$ cat config.mk
export PLATFORM = sky130hd
export DESIGN_NAME = button_debounce_array_flat
export DESIGN_NICKNAME = d
export VERILOG_FILES = /design/src/rtl/snake_pkg.sv /design/src/rtl/button_debounce_array_if.sv /design/src/rtl/debounce_channel.sv /design/src/rtl/button_debounce_array.sv /design/src/flat_wrapper.sv
export SDC_FILE = /design/constraint.sdc
export NUM_CORES = 1
export LEC_CHECK = 0
export CELL_PAD_IN_SITES_DETAIL_PLACEMENT = 0
export CELL_PAD_IN_SITES_GLOBAL_PLACEMENT = 2
export CORE_ASPECT_RATIO = 1.5
export CORE_MARGIN = 2
export CORE_UTILIZATION = 37
export CTS_CLUSTER_DIAMETER = 150
export DETAILED_ROUTE_END_ITERATION = 6
export GPL_TIMING_DRIVEN = 0
export PLACE_DENSITY_LB_ADDON = 0.3
export SETUP_SLACK_MARGIN = 0.4
export SYNTH_ARGS = -nofsm -noshare
export SYNTH_HDL_FRONTEND = slang
export SYNTH_SLANG_ARGS = --single-unit
$ cat constraint.sdc
create_clock -name I_clk -period 2.1 [get_ports I_clk]
set_clock_uncertainty 0.1 [all_clocks]
set_input_delay 0.42 -clock I_clk [delete_from_list [all_inputs] [get_ports I_clk]]
set_output_delay 0.42 -clock I_clk [all_outputs]
set_load 0.03 [all_outputs]
$ cat src/rtl/snake_pkg.sv
// Shared definitions for the Snake front end: repeat FSM encoding and button channel indices.
package snake_pkg;

   typedef enum logic [1:0] {
      RPT_IDLE   = 2'd0,
      RPT_DELAY  = 2'd1,
      RPT_REPEAT = 2'd2
   } rpt_state_e;

   localparam int BTN_UP    = 0;
   localparam int BTN_DOWN  = 1;
   localparam int BTN_RIGHT = 2;
   localparam int BTN_LEFT  = 3;

   function automatic int max_int(input int a, input int b);
      return (a > b) ? a : b;
   endfunction

endpackage

$ cat src/rtl/button_debounce_array_if.sv
// Pin and strobe bundle between the board-side buttons and the debounce array.
interface button_debounce_array_if #(
   parameter int CHANNELS = 4
);
   logic [CHANNELS-1:0] I_button;
   logic [CHANNELS-1:0] O_button;
   logic [CHANNELS-1:0] O_press;
   logic [CHANNELS-1:0] O_release;

   modport master (output I_button, input O_button, O_press, O_release);
   modport slave  (input I_button, output O_button, O_press, O_release);
endinterface

$ cat src/rtl/debounce_channel.sv
// One button channel: two-flop synchroniser, stable-count debouncer, press/release
// strobes and an optional auto-repeat FSM that re-strobes press while held.
module debounce_channel
   import snake_pkg::*;
#(
   parameter int STABLE_CYCLES = 8,
   parameter int ACTIVE_HIGH   = 1,
   parameter int REPEAT_EN     = 0,
   parameter int REPEAT_DELAY  = 16,
   parameter int REPEAT_PERIOD = 8
) (
   input  logic I_clk,
   input  logic I_rst,
   input  logic I_pin,
   output logic O_button,
   output logic O_press,
   output logic O_release
);

   localparam int CW = $clog2(STABLE_CYCLES);
   localparam int RW = $clog2(max_int(REPEAT_DELAY, REPEAT_PERIOD));
   localparam logic [CW-1:0] CNT_MAX     = CW'(STABLE_CYCLES - 1);
   localparam logic [RW-1:0] DELAY_LOAD  = RW'(REPEAT_DELAY - 1);
   localparam logic [RW-1:0] PERIOD_LOAD = RW'(REPEAT_PERIOD - 1);
   localparam logic          PIN_IDLE    = (ACTIVE_HIGH == 0) ? 1'b1 : 1'b0;

   logic          sync1_q, sync2_q;
   logic          act;
   logic          btn_d, btn_q;
   logic [CW-1:0] cnt_d, cnt_q;
   logic          rise_d, fall_d;
   logic          release_q, press_q;
   rpt_state_e    rpt_state_q;
   logic [RW-1:0] rcnt_q;

   always_comb begin
      act    = (ACTIVE_HIGH != 0) ? sync2_q : ~sync2_q;
      btn_d  = btn_q;
      cnt_d  = cnt_q;
      if (act == btn_q) begin
         cnt_d = '0;
      end else if (cnt_q == CNT_MAX) begin
         btn_d = ~btn_q;
         cnt_d = '0;
      end else begin
         cnt_d = cnt_q + 1'b1;
      end
      rise_d = btn_d & ~btn_q;
      fall_d = ~btn_d & btn_q;
   end

   // Synchronisers reset to the inactive pin level so reset never looks like a press.
   always_ff @(posedge I_clk) begin
      if (I_rst) begin
         sync1_q   <= PIN_IDLE;
         sync2_q   <= PIN_IDLE;
         btn_q     <= 1'b0;
         cnt_q     <= '0;
         release_q <= 1'b0;
      end else begin
         sync1_q   <= I_pin;
         sync2_q   <= sync1_q;
         btn_q     <= btn_d;
         cnt_q     <= cnt_d;
         release_q <= fall_d;
      end
   end

   // A release always wins over a repeat strobe due in the same cycle.
   always_ff @(posedge I_clk) begin
      if (I_rst) begin
         rpt_state_q <= RPT_IDLE;
         rcnt_q      <= '0;
         press_q     <= 1'b0;
      end else begin
         press_q <= rise_d;
         if (REPEAT_EN != 0) begin
            unique case (rpt_state_q)
               RPT_IDLE: begin
                  if (rise_d) begin
                     rpt_state_q <= RPT_DELAY;
                     rcnt_q      <= DELAY_LOAD;
                  end
               end
               RPT_DELAY, RPT_REPEAT: begin
                  if (fall_d) begin
                     rpt_state_q <= RPT_IDLE;
                  end else if (rcnt_q == '0) begin
                     press_q     <= 1'b1;
                     rcnt_q      <= PERIOD_LOAD;
                     rpt_state_q <= RPT_REPEAT;
                  end else begin
                     rcnt_q <= rcnt_q - 1'b1;
                  end
               end
               default: rpt_state_q <= RPT_IDLE;
            endcase
         end
      end
   end

   assign O_button  = btn_q;
   assign O_press   = press_q;
   assign O_release = release_q;

endmodule

$ cat src/rtl/button_debounce_array.sv
// Multi-channel push-button conditioner: one independent debounce_channel per pin.
module button_debounce_array
   import snake_pkg::*;
#(
   parameter int CHANNELS      = 4,
   parameter int STABLE_CYCLES = 8,
   parameter int ACTIVE_HIGH   = 1,
   parameter int REPEAT_EN     = 0,
   parameter int REPEAT_DELAY  = 16,
   parameter int REPEAT_PERIOD = 8
) (
   input  logic                   I_clk,
   input  logic                   I_rst,
   button_debounce_array_if.slave btn_if
);

   logic [CHANNELS-1:0] btn_w, press_w, release_w;

   for (genvar g = 0; g < CHANNELS; g++) begin : g_ch
      debounce_channel #(
         .STABLE_CYCLES(STABLE_CYCLES),
         .ACTIVE_HIGH  (ACTIVE_HIGH),
         .REPEAT_EN    (REPEAT_EN),
         .REPEAT_DELAY (REPEAT_DELAY),
         .REPEAT_PERIOD(REPEAT_PERIOD)
      ) u_ch (
         .I_clk    (I_clk),
         .I_rst    (I_rst),
         .I_pin    (btn_if.I_button[g]),
         .O_button (btn_w[g]),
         .O_press  (press_w[g]),
         .O_release(release_w[g])
      );
   end

   assign btn_if.O_button  = btn_w;
   assign btn_if.O_press   = press_w;
   assign btn_if.O_release = release_w;

endmodule

$ cat src/flat_wrapper.sv
// flat-port wrapper written by rule: the top's interface ports become plain ports
module button_debounce_array_flat import snake_pkg::*;
#(
   parameter int CHANNELS      = 4,
   parameter int STABLE_CYCLES = 8,
   parameter int ACTIVE_HIGH   = 1,
   parameter int REPEAT_EN     = 0,
   parameter int REPEAT_DELAY  = 16,
   parameter int REPEAT_PERIOD = 8
)
  (I_clk, I_rst, btn_if_I_button, btn_if_O_button, btn_if_O_press, btn_if_O_release);
  button_debounce_array_if #(.CHANNELS(CHANNELS)) btn_if_i ();
  input  logic I_clk;
  input  logic I_rst;
  input wire logic [$bits(btn_if_i.I_button)-1:0] btn_if_I_button;
  output wire logic [$bits(btn_if_i.O_button)-1:0] btn_if_O_button;
  output wire logic [$bits(btn_if_i.O_press)-1:0] btn_if_O_press;
  output wire logic [$bits(btn_if_i.O_release)-1:0] btn_if_O_release;
  assign btn_if_i.I_button = btn_if_I_button;
  assign btn_if_O_button = btn_if_i.O_button;
  assign btn_if_O_press = btn_if_i.O_press;
  assign btn_if_O_release = btn_if_i.O_release;
  button_debounce_array #(.CHANNELS(CHANNELS), .STABLE_CYCLES(STABLE_CYCLES), .ACTIVE_HIGH(ACTIVE_HIGH), .REPEAT_EN(REPEAT_EN), .REPEAT_DELAY(REPEAT_DELAY), .REPEAT_PERIOD(REPEAT_PERIOD)) u_core (.I_clk(I_clk), .I_rst(I_rst), .btn_if(btn_if_i));
endmodule
Word-level counts from Yosys, hierarchy flattened
Index checks and enable logic that the tools add are counted.

cells by class
  add/sub/neg operators = 4
  eq/ne operators = 8
  mux-type cells = 8
  bitwise operators = 16
  reductions and logical operators = 4

operator list
  cell                   number
  $add A3 B1 Y3 const B  4
  $eq A3 B3 Y1 const B   4
  $reduce_or A3 Y1       4
  $and A1 B1 Y1          8
  $mux W1                8
  $not A1 Y1             8
  $eq A1 B1 Y1           4

storage, ports and cells
  register bits = 32
  bits of input ports = 6
  output and inout port bits = 12
  word-level logic and storage cells = 64

Logic depth before layout (Yosys ltp)
Gate-level depths: netlist (run 1).

  depth in word-level cells = 5
  depth in mapped cells = 4
  depth with buffers taken out = 4

By module
A second synthesis (run 1) with hierarchy kept.

second synthesis, totals
  cell total of the unflattened synthesis = 80
  area total of the unflattened synthesis = 1076.0 um^2

modules (own cells, without submodules)
  module            times used  cells each  area each (um^2)  sequential area each (um^2)
  debounce_channel  4           20          269.0             160.2

Least setup slack after synthesis (run 1)
OpenSTA, ideal clock, no wires.

  path type = register to register
  start point = register u_core.g_ch[3].u_ch.cnt_q[0]
  end point = register u_core.g_ch[3].u_ch.release_q
  library setup time = 0.117 ns
  data arrival time = 0.967 ns
  required time = 1.883 ns
  path slack = 0.916 ns
  stages on the path, launching flop included = 4
  buffers on the path = 0
  period minus slack after synthesis = 1.184 ns
  cells stage by stage = dfxtp_1 ha_1 ha_1 and4bb_2

on the way
  longest elaborated chain between the ends = 5

RTL lines
  element                   line                    text
  start: declaration        debounce_channel.sv:30  logic [CW-1:0] cnt_d, cnt_q;
  start signal: assignment  debounce_channel.sv:64  cnt_q <= cnt_d;
  $eq A3 B3 Y1              debounce_channel.sv:42  end else if (cnt_q == CNT_MAX) begin
  $mux W1                   debounce_channel.sv:42
  $mux W1                   debounce_channel.sv:40  if (act == btn_q) begin
  $not A1 Y1                debounce_channel.sv:49  fall_d = ~btn_d & btn_q;
  $and A1 B1 Y1             debounce_channel.sv:49
  end signal: assignment    debounce_channel.sv:65  release_q <= fall_d;
  end: declaration          debounce_channel.sv:32  logic release_q, press_q;

No other way between the ends.
A chain may end at the register's enable or synchronous reset.

Worst setup path after layout (run 1)
  start point = register u_core.g_ch[0].u_ch.btn_q
  end point = output btn_if_O_button[0]

RTL lines
  element                   line                    text
  start: declaration        debounce_channel.sv:29  logic btn_d, btn_q;
  start signal: assignment  debounce_channel.sv:63  btn_q <= btn_d;
  end: declaration          flat_wrapper.sv:16      output wire logic [$bits(btn_if_i.O_button)-1:0] btn_if_O_button;

No word-level cell between the ends.

==> summary.txt, run 1 <==
Outcome
  • Result of the run: finished, final reports clean

Power and ir drop
  • Highest ir drop seen on vdd: 0.563 mV
  • Internal Power: 0.928 mW
  • Fraction of power consumed by combinational cells: 3.1%
  • Clk network pwr share: 42.8%
  • Switching power summed over all nets: 0.221 mW
  • Standby leakage power: 0.648 nW
  • Reg power frac: 54.1%
  • Sw Share: 19.3%
  • Areal power density over the cells: 769 mW/mm^2

Critical path
  • Endpoint arrival time on the critical path: 1.09 ns
  • CP Data Required Time: 1.58 ns
  • Category of the most critical setup path: reg2out
  • Critical path launch point type: flop
  • Critical path fanouts, max: 5
  • CP endpoint kind: output pin

Place
  • Number of port buffers: 17
  • Placed cell area: 0.00142 mm^2
  • Gpl congestion: 0.691
  • Worst slack at placement: 0.398 ns
  • DP HPWL: 1.27 mm

Final layout
  • Combined area of the multi-input logic cells: 455 um^2
  • Layout filler cell count: 312
  • Layout cell share with drive strength beyond 1: 30.3%
  • Most used cells in the layout excluding fill and tap cells: 32 x dfxtp_1, 12 x buf_4, 8 x nor2b_1, 8 x ha_1, 8 x dlygate4sd2_1
  • Final layout net count: 133
  • Most common cell after layout, fill and taps aside: dfxtp_1
  • Area growth syn-to-layout: 24.4%
  • Ant. Diodes: 0
  • Total non-filler cell area in the finished layout: 0.00149 mm^2
  • Area taken by flip-flops and latches: 641 um^2

Synth
  • Synth Area per Inst: 12.6 um^2
  • Share of the yosys chip area belonging to registers: 53.3%
  • Post-Synthesis Cells: 95
  • Number of storage elements in the synthesis netlist: 32
  • Number of distinct library cells after synthesis: 14
  • Synth Net Count: 109
  • Synth warn: 0
  • Area of the mapped netlist: 0.00120 mm^2

Timing
  • Count of final setup violators: 0
  • Highest Clock Rate: 620 MHz
  • Unrepaired setup endpoints after global routing: false
  • Total negative setup slack: 0 ns
  • Clock period minus worst slack: 1.61 ns
  • Count of final max-slew check failures: 0
  • Tightest Pin Transition: 0.343 ns
  • Remaining max-slew budget at the tightest pin: 76.9%
  • Final critical-path share of the clock period: 76.8%
  • Minimum setup slack in the final design: 0.487 ns
  • Final Hold Fails: 0

Floorplanning
  • Total Die Area: 0.00373 mm^2
  • Placeable core area: 0.00313 mm^2
  • Number of primary I/O pins: 18
  • Floorplan row count: 25
  • Effective utilization at floorplan: 38.4%
  • Horizontal die dimension: 50.5 um
  • Die Height: 73.8 um

Drt
  • Via count: 724
  • Via density per instance: 4.55
  • DRT antenna net count: 0
  • Initial drt markers: 4
  • DRC viols: 0
  • Detailed-route wire length per cell: 11.1 um
  • Pre-antenna DRT Iters: 3
  • Final Routed Wirelength: 1.76 mm

Worst hold path
  • Worst Hold Class: reg2reg

CTS
  • Maximum level of the CTS H-tree: 2
  • Clock latency reported for the late side of the worst-skew pair: 0.27 ns
  • TritonCTS buffer count: 5
  • CTS clk-pin slew, worst paths: 0.06 ns
  • Hold buffer count at cts: 0
  • Clock tree from TritonCTS: done
  • CTS Root Buffer Type: clkbuf_8
  • Number of buffers on the longest clock path: 2
  • Num Clock Sinks: 32

Global routing
  • Total overflow reported by the global router: 0
  • Largest net degree at the start of global routing: 11
  • First-pass GRT wire length: 3.08 mm
  • Initial antenna violation count: 0
  • Global-route usage over all layers: 11.7%
  • Vias in the first global route: 716

Run
  • Number of max-cap violations: 0
[worst paths after layout]
| check | start | to | slack (ns) | depth (start not counted) |
|---|---|---|---|---|
| setup / recovery | u_core.g_ch[0].u_ch.O_button | btn_if_O_button[0] | 0.49 | 2 |
| hold / removal | u_core.g_ch[3].u_ch.cnt_q[0] | u_core.g_ch[3].u_ch.cnt_q[0] | 0.33 | 1 |
| setup reg to reg | u_core.g_ch[3].u_ch.cnt_q[0] | u_core.g_ch[3].u_ch.O_button | 0.82 | 4 |
| hold reg to reg | u_core.g_ch[3].u_ch.cnt_q[0] | u_core.g_ch[3].u_ch.cnt_q[0] | 0.33 | 1 |
[per-stage QoR]
stage,cells,utilization (%),total power [mW],hold WS (ns)
floorplan,95,-,0.655,0.305
global placement,152,45.4,0.670,0.314
detailed placement,152,45.4,0.671,0.325
CTS,159,48.2,1.17,0.336
global route,159,47.8,1.21,0.350
finish,159,47.8,1.15,0.332
[synth_stat cells (all sizes together)]
library cell  instances  area [um^2]
nor2                  4         15.0
xnor2                 4         35.0
nor4b                 8         95.1
buf                  14          100
mux2i                 4         40.0
nor4bb                2         20.0
ha                    8          100
and4bb                6         75.1
clkbuf                1         5.00
nor4                  4         25.0
nor2b                 8         50.1
dfxtp                32          641
[area by class of cell]
| class | count | share of cell area (%) |
|---|---|---|
| plain buffers | 15 | 7.04 |
| well taps | 40 | 3.35 |
| clock buffers | 7 | 6.45 |
| flip-flops and latches | 32 | 42.9 |
| multi-input cells | 48 | 30.5 |
| repair buffers | 17 | 9.80 |
[critical path, cell delays in order, from the launching register on]
cell	delay [ns]
dfxtp_1	0.40
buf_4	0.13
clkdlybuf4s15_2	0.28
[power groups by stage]
stage / registers (mW) / clock network, mW / logic (mW)
floorplan: 0.634 / 0 / 0.0214
global placement: 0.635 / 0 / 0.0353
detailed placement: 0.635 / 0 / 0.0363
CTS: 0.622 / 0.516 / 0.0364
global route: 0.622 / 0.549 / 0.0398
finish: 0.622 / 0.492 / 0.0353
[sequential cells by signal, summed over array words and instances (netlist names)]
register and count:
u_core.g_ch.u_ch.O_button 4, u_core.g_ch.u_ch.cnt_q 12, u_core.g_ch.u_ch.sync1_q 4, u_core.g_ch.u_ch.act 4, u_core.g_ch.u_ch.O_press 4, u_core.g_ch.u_ch.O_release 4
[what timing repair did]
action | 4_1_cts | 5_1_grt
setup endpoints to repair | 12 | 3
setup buffers | 0 | 0
gates resized for setup | 16 | 4
[layer usage]
layer / vias up / routed length (um) / track usage (%)
li1: 374 / - / -
met1: 338 / 711 / 12.2
met2: 10 / 960 / 18.9
met3: 2 / 64 / 4.88
met4: 0 / 23 / 8.11
met5: - / 0 / 0
[cell families (layout without fill, tap and decap cells)]
kind of cell | Yosys count | in the layout | share of synthesized area [%]
AND/OR/NAND/NOR | 32 | 32 | 23.3
flip-flops | 32 | 32 | 53.3
XOR/XNOR | 4 | 4 | 2.92
adder cells (fa/ha/maj) | 8 | 8 | 8.33
multiplexers | 4 | 4 | 3.33
buffers and inverters | 15 | 39 | 8.75
(Power assumes the default switching activity.)
==> run 2, diff against run 1 <==
--- a/config.mk
+++ b/config.mk
@@ -9,7 +9,7 @@
 export CELL_PAD_IN_SITES_GLOBAL_PLACEMENT = 2
 export CORE_ASPECT_RATIO = 1.5
 export CORE_MARGIN = 2
-export CORE_UTILIZATION = 37
+export CORE_UTILIZATION = 35
 export CTS_CLUSTER_DIAMETER = 150
 export DETAILED_ROUTE_END_ITERATION = 6
 export GPL_TIMING_DRIVEN = 0
==> constraint.sdc (replaced) <==
create_clock -name I_clk -period 1.5 [get_ports I_clk]
set_clock_uncertainty 0.1 [all_clocks]
set_input_delay 0.3 -clock I_clk [delete_from_list [all_inputs] [get_ports I_clk]]
set_output_delay 0.3 -clock I_clk [all_outputs]
set_load 0.03 [all_outputs]
==> summary.txt, run 2 (same netlist as run 1, synthesis figures left out) <==
Final layout
  • Most flop-heavy register: u_core.g_ch.u_ch.cnt_q
  • Most used cells in the layout excluding fill and tap cells: 20 x buf_6, 17 x dfxtp_1, 14 x dfxtp_2, 10 x buf_4
  • Number of flip-flops in the largest register: 12
  • Final layout net count: 139
  • Ant. Diodes: 0
  • Layout cell share with drive strength beyond 1: 68.3%
  • Layout filler cell count: 292
  • Combined area of the multi-input logic cells: 746 um^2
  • Area growth syn-to-layout: 60.1%
  • Most common cell after layout, fill and taps aside: buf_6
  • Area taken by flip-flops and latches: 662 um^2

Critical path
  • Cell with the largest stage delay on the worst path: dfxtp_4
  • Peak per-stage delay on the critical path: 0.34 ns
  • Worst path most repeated cell: buf_6
  • Critical path fanouts, max: 2
  • R2R Path Start: u_core.g_ch[0].u_ch.cnt_q[0]
  • Category of the most critical setup path: reg2out
  • Cell Chain, Critical Path: buf_6, buf_6
  • Endpoint arrival time on the critical path: 0.85 ns
  • Number of buffers and inverters on the critical path: 2
  • Reg2reg setup slack: 0.34 ns
  • Critical path launch point type: flop
  • Top delay family on crit path: flip-flops
  • Endpoint of the worst register-to-register path: u_core.g_ch[0].u_ch.O_button
  • Number of cells on the worst reg-to-reg path: 4
  • CP endpoint kind: output pin
  • CP Data Required Time: 1.10 ns

Drt
  • Initial drt markers: 4
  • Via density per instance: 4.63
  • DRT antenna net count: 0
  • Pre-antenna DRT Iters: 3
  • Via count: 777
  • Final Routed Wirelength: 2.15 mm
  • Detailed-route wire length per cell: 12.8 um
  • DRC viols: 0

CTS
  • Clock tree from TritonCTS: done
  • CTS clk-pin slew, worst paths: 0.06 ns
  • CTS Root Buffer Type: clkbuf_8
  • Number of buffers on the longest clock path: 2
  • Maximum level of the CTS H-tree: 2
  • Num Clock Sinks: 32
  • TritonCTS buffer count: 5
  • Clock latency reported for the late side of the worst-skew pair: 0.28 ns
  • Hold buffer count at cts: 0

Power and ir drop
  • Sw Share: 21.1%
  • Fraction of power consumed by combinational cells: 4.6%
  • Switching power summed over all nets: 0.341 mW
  • Standby leakage power: 0.681 nW
  • Highest ir drop seen on vdd: 0.585 mV
  • Areal power density over the cells: 841 mW/mm^2
  • Internal Power: 1.28 mW
  • Clk network pwr share: 41.3%
  • Reg power frac: 54.1%

Floorplanning
  • Effective utilization at floorplan: 35.8%
  • Die Height: 75.8 um
  • Horizontal die dimension: 51.8 um
  • Floorplan row count: 26
  • Total Die Area: 0.00393 mm^2
  • Number of primary I/O pins: 18
  • Placeable core area: 0.00335 mm^2

Timing
  • Remaining max-slew budget at the tightest pin: 76.2%
  • Clock period minus worst slack: 1.25 ns
  • Highest Clock Rate: 798 MHz
  • Final critical-path share of the clock period: 83.5%
  • Final Hold Fails: 0
  • Unrepaired setup endpoints after global routing: true
  • Count of final max-slew check failures: 0
  • Minimum setup slack in the final design: 0.247 ns
  • Count of final setup violators: 0
  • Hold slack final: 0.339 ns
  • Tightest Pin Transition: 0.357 ns

Global routing
  • GR Layer Usage met3: 4.71%
  • Met2 Resource Use GR: 21.1%
  • Largest net degree at the start of global routing: 11
  • Total overflow reported by the global router: 0
  • Grt met1 use: 12.5%
  • Busiest metal layer after global routing: met2
  • First-pass GRT wire length: 3.39 mm
  • Vias in the first global route: 771
  • Initial antenna violation count: 0
  • Global-route usage over all layers: 12.5%

Worst hold path
  • Worst min-delay path startpoint: u_core.g_ch[1].u_ch.cnt_q[0]
  • Worst Hold Path EP: u_core.g_ch[1].u_ch.cnt_q[0]
  • Number of cells on the worst hold path: 1
  • Worst Hold Class: reg2reg

Place
  • DP HPWL: 1.29 mm
  • Number of port buffers: 17
  • Gpl congestion: 0.698
  • Worst slack at placement: -0.0675 ns

Outcome
  • Result of the run: finished, final reports clean

Run
  • Number of max-cap violations: 0
-- run 2: cell types whose count changed in the layout (fill, tap and decap cells not counted), sizes merged --
cell,delta
buf,+18
clkbuf,-2
clkdlybuf4s15,-1
clkdlybuf4s50,-1
dlygate4sd2,-7
-- run 2: power by group through the flow --
stage / clock (mW) / sequential (mW) / combinational (mW)
6_report: 0.668 / 0.875 / 0.0744
5_1_grt: 0.729 / 0.876 / 0.0814
4_1_cts: 0.694 / 0.871 / 0.0609
3_5_place_dp: 0 / 0.889 / 0.0530
3_3_place_gp: 0 / 0.889 / 0.0513
2_1_floorplan: 0 / 0.888 / 0.0309
-- run 2: through the flow --
stage	cell area, um^2	power [mW]	instances	util (%)	setup TNS [ns]
final	1920	1.62	168	57.4	0
after global routing	1920	1.69	168	57.4	0
after CTS	1770	1.63	167	52.9	0
after detailed placement	1490	0.942	154	44.6	-0.386
after global placement	1490	0.940	154	44.6	-0.347
after floorplan	1270	0.918	95	-	0
-- run 2: layout make-up --
class / instances / share of cell area (%)
sequential: 32 / 34.4
tap: 42 / 2.73
clock buffer: 8 / 4.68
timing repair buffer: 23 / 12.1
multi-input combinational: 48 / 38.8
buffer: 15 / 7.29
-- run 2: how the worst max path moves through the flow --
stage / to / depth (start not counted) / slack [ns] / start
3_3_place_gp: btn_if_O_button[3] / 2 / -0.08 / u_core.g_ch[3].u_ch.O_button
3_5_place_dp: btn_if_O_button[3] / 2 / -0.07 / u_core.g_ch[3].u_ch.O_button
2_1_floorplan: u_core.g_ch[1].u_ch.cnt_q[2] / 3 / 0.41 / u_core.g_ch[1].u_ch.cnt_q[0]
4_1_cts: btn_if_O_button[3] / 2 / 0.23 / u_core.g_ch[3].u_ch.O_button
6_report: btn_if_O_button[3] / 2 / 0.25 / u_core.g_ch[3].u_ch.O_button
5_1_grt: btn_if_O_button[3] / 2 / 0.22 / u_core.g_ch[3].u_ch.O_button
-- run 2: metal layers --
layer / part of all wire (%) / wire length (um)
met3: 4.0 / 85
met1: 39 / 839
met4: 2.1 / 46
met2: 55 / 1180
met5: 0 / 0
-- run 2: worst reg2reg max path, stage by stage (launching register included) --
cell and delay [ns]:
dfxtp_2 0.35, ha_4 0.14, ha_4 0.19, mux2i_1 0.21
nor2_1 0.05
-- run 2: what timing repair did --
item	4_1_cts	5_1_grt
pin swaps	12	10
cloned	0	0
endpoints found under the setup margin	40	36
setup buffers	5	1
gates resized for setup	118	20
==> run 3, diff against run 2 <==
==> constraint.sdc (replaced) <==
create_clock -name I_clk -period 1.25 [get_ports I_clk]
set_clock_uncertainty 0.1 [all_clocks]
set_input_delay 0.25 -clock I_clk [delete_from_list [all_inputs] [get_ports I_clk]]
set_output_delay 0.25 -clock I_clk [all_outputs]
set_load 0.03 [all_outputs]
==> summary.txt, run 3 (same netlist as run 1, synthesis figures left out) <==
Outcome
  • Result of the run: finished, final reports clean

Worst hold path
  • Worst Hold Path EP: u_core.g_ch[1].u_ch.O_press
  • Number of cells on the worst hold path: 3
  • Worst Hold Class: in2reg
  • Worst min-delay path startpoint: I_rst

Critical path
  • Critical path launch point type: flop
  • Peak per-stage delay on the critical path: 0.35 ns
  • Number of cells on the worst reg-to-reg path: 4
  • Endpoint arrival time on the critical path: 0.86 ns
  • R2R Path Start: u_core.g_ch[2].u_ch.cnt_q[1]
  • Worst path most repeated cell: buf_6
  • Cell Chain, Critical Path: buf_6, buf_6
  • Category of the most critical setup path: reg2out
  • Endpoint of the worst register-to-register path: u_core.g_ch[2].u_ch.O_button
  • Critical path fanouts, max: 2
  • Cell with the largest stage delay on the worst path: dfxtp_4
  • CP Data Required Time: 0.90 ns
  • CP endpoint kind: output pin
  • Reg2reg setup slack: 0.11 ns

CTS
  • Clock latency reported for the late side of the worst-skew pair: 0.28 ns
  • CTS clk-pin slew, worst paths: 0.06 ns
  • Maximum level of the CTS H-tree: 2
  • CTS Root Buffer Type: clkbuf_8
  • Hold buffer count at cts: 0
  • Number of buffers on the longest clock path: 2
  • Num Clock Sinks: 32
  • TritonCTS buffer count: 5
  • Clock tree from TritonCTS: done

Timing
  • Count of final max-slew check failures: 0
  • Final critical-path share of the clock period: 96.6%
  • Highest Clock Rate: 828 MHz
  • Clock period minus worst slack: 1.21 ns
  • Tightest Pin Transition: 0.324 ns
  • Unrepaired setup endpoints after global routing: true
  • Final Hold Fails: 0
  • Remaining max-slew budget at the tightest pin: 78.4%
  • Count of final setup violators: 0
  • Total negative setup slack: 0 ns

Floorplanning
  • Horizontal die dimension: 51.8 um
  • Placeable core area: 0.00335 mm^2
  • Floorplan row count: 26
  • Number of primary I/O pins: 18
  • Effective utilization at floorplan: 35.8%
  • Total Die Area: 0.00393 mm^2
  • Die Height: 75.8 um

Final layout
  • Number of flip-flops in the largest register: 12
  • Total non-filler cell area in the finished layout: 0.00197 mm^2
  • Layout filler cell count: 278
  • Final layout net count: 143
  • Most flop-heavy register: u_core.g_ch.u_ch.cnt_q
  • Area taken by flip-flops and latches: 668 um^2
  • Ant. Diodes: 0
  • Area growth syn-to-layout: 64.2%
  • Combined area of the multi-input logic cells: 746 um^2
  • Most common cell after layout, fill and taps aside: buf_6
  • Most used cells in the layout excluding fill and tap cells: 23 x buf_6, 16 x dfxtp_1, 13 x dfxtp_2, 11 x buf_4
  • Layout cell share with drive strength beyond 1: 72.3%

Global routing
  • Largest net degree at the start of global routing: 11
  • Global-route usage over all layers: 13.2%
  • First-pass GRT wire length: 3.60 mm
  • Vias in the first global route: 785
  • Initial antenna violation count: 0
  • Total overflow reported by the global router: 0

Drt
  • Via density per instance: 4.65
  • DRT antenna net count: 0
  • DRC viols: 0
  • Detailed-route wire length per cell: 12.7 um
  • Initial drt markers: 8
  • Pre-antenna DRT Iters: 3
  • Final Routed Wirelength: 2.19 mm
  • Via count: 800

Power and ir drop
  • Areal power density over the cells: 988 mW/mm^2
  • Highest ir drop seen on vdd: 0.803 mV
  • Standby leakage power: 0.710 nW

Place
  • Gpl congestion: 0.670
  • DP HPWL: 1.34 mm
  • Number of port buffers: 17
  • Placed cell area: 0.00158 mm^2

Run
  • Number of max-cap violations: 0
## run 3: cell count changes in the layout (fill, tap and decap cells not counted), sizes merged
cell	before	now
dlygate4sd2	1	0
buf	32	35
clkinv	0	2
## run 3: layout make-up
class	count	share of cell area [%]
Buffer	15	7.61
Clock buffer	6	4.19
Clock inverter	2	0.508
Multi-Input combinational cell	48	37.8
Sequential cell	32	33.9
Tap cell	42	2.66
Timing Repair Buffer	27	13.3
## run 3: where the power goes
group          leakage (nW)  total, mW  internal (mW)  switching (mW)
Sequential            0.269       1.05           1.03          0.0157
Combinational         0.390      0.101         0.0573          0.0432
Clock                0.0510      0.802          0.438           0.364
Total                 0.710       1.95           1.53           0.423
## run 3: worst max-delay path: cells and delay by family (launching register included)
kind / cells / cell delay [ns]
buffers and inverters: 2 / 0.23
DFF: 1 / 0.35
## run 3: routing by layer
layer | vias to the layer above | global-route usage (%) | share of wire, %
met5 | - | 0 | 0
met3 | 6 | 4.31 | 4.9
li1 | 395 | - | -
met1 | 380 | 13.9 | 39
met4 | 0 | 9.65 | 3.2
met2 | 19 | 21.8 | 53
## run 3: what timing repair did
item,CTS,global route
cloned,1,0
pin swaps,14,1
setup endpoints to repair,44,41
buffers inserted,8,1
gates resized for setup,111,13
## run 3: worst max-delay path by stage
stage          cells after the start                     endpoint  slack, ns                         start
3_3_place_gp                       3  u_core.g_ch[2].u_ch.O_press      -0.23                         I_rst
2_1_floorplan                      3  u_core.g_ch[0].u_ch.O_press       0.20  u_core.g_ch[0].u_ch.cnt_q[0]
6_report                           2           btn_if_O_button[1]       0.04  u_core.g_ch[1].u_ch.O_button
3_5_place_dp                       3  u_core.g_ch[2].u_ch.O_press      -0.24                         I_rst
5_1_grt                            2           btn_if_O_button[1]       0.02  u_core.g_ch[1].u_ch.O_button
4_1_cts                            2           btn_if_O_button[1]       0.03  u_core.g_ch[1].u_ch.O_button
## run 3: metrics by stage
stage | std cells | power, mW | hold slack [ns] | util, % | setup WS [ns]
final | 172 | 1.95 | 0.304 | 58.8 | 0.0426
after global routing | 172 | 2.04 | 0.314 | 58.8 | 0.0172
after CTS | 171 | 1.98 | 0.335 | 57.0 | 0.0277
after detailed placement | 154 | 1.14 | 0.325 | 47.1 | -0.238
after global placement | 154 | 1.13 | 0.321 | 47.1 | -0.233
after floorplan | 95 | 1.11 | 0.278 | - | 0.198
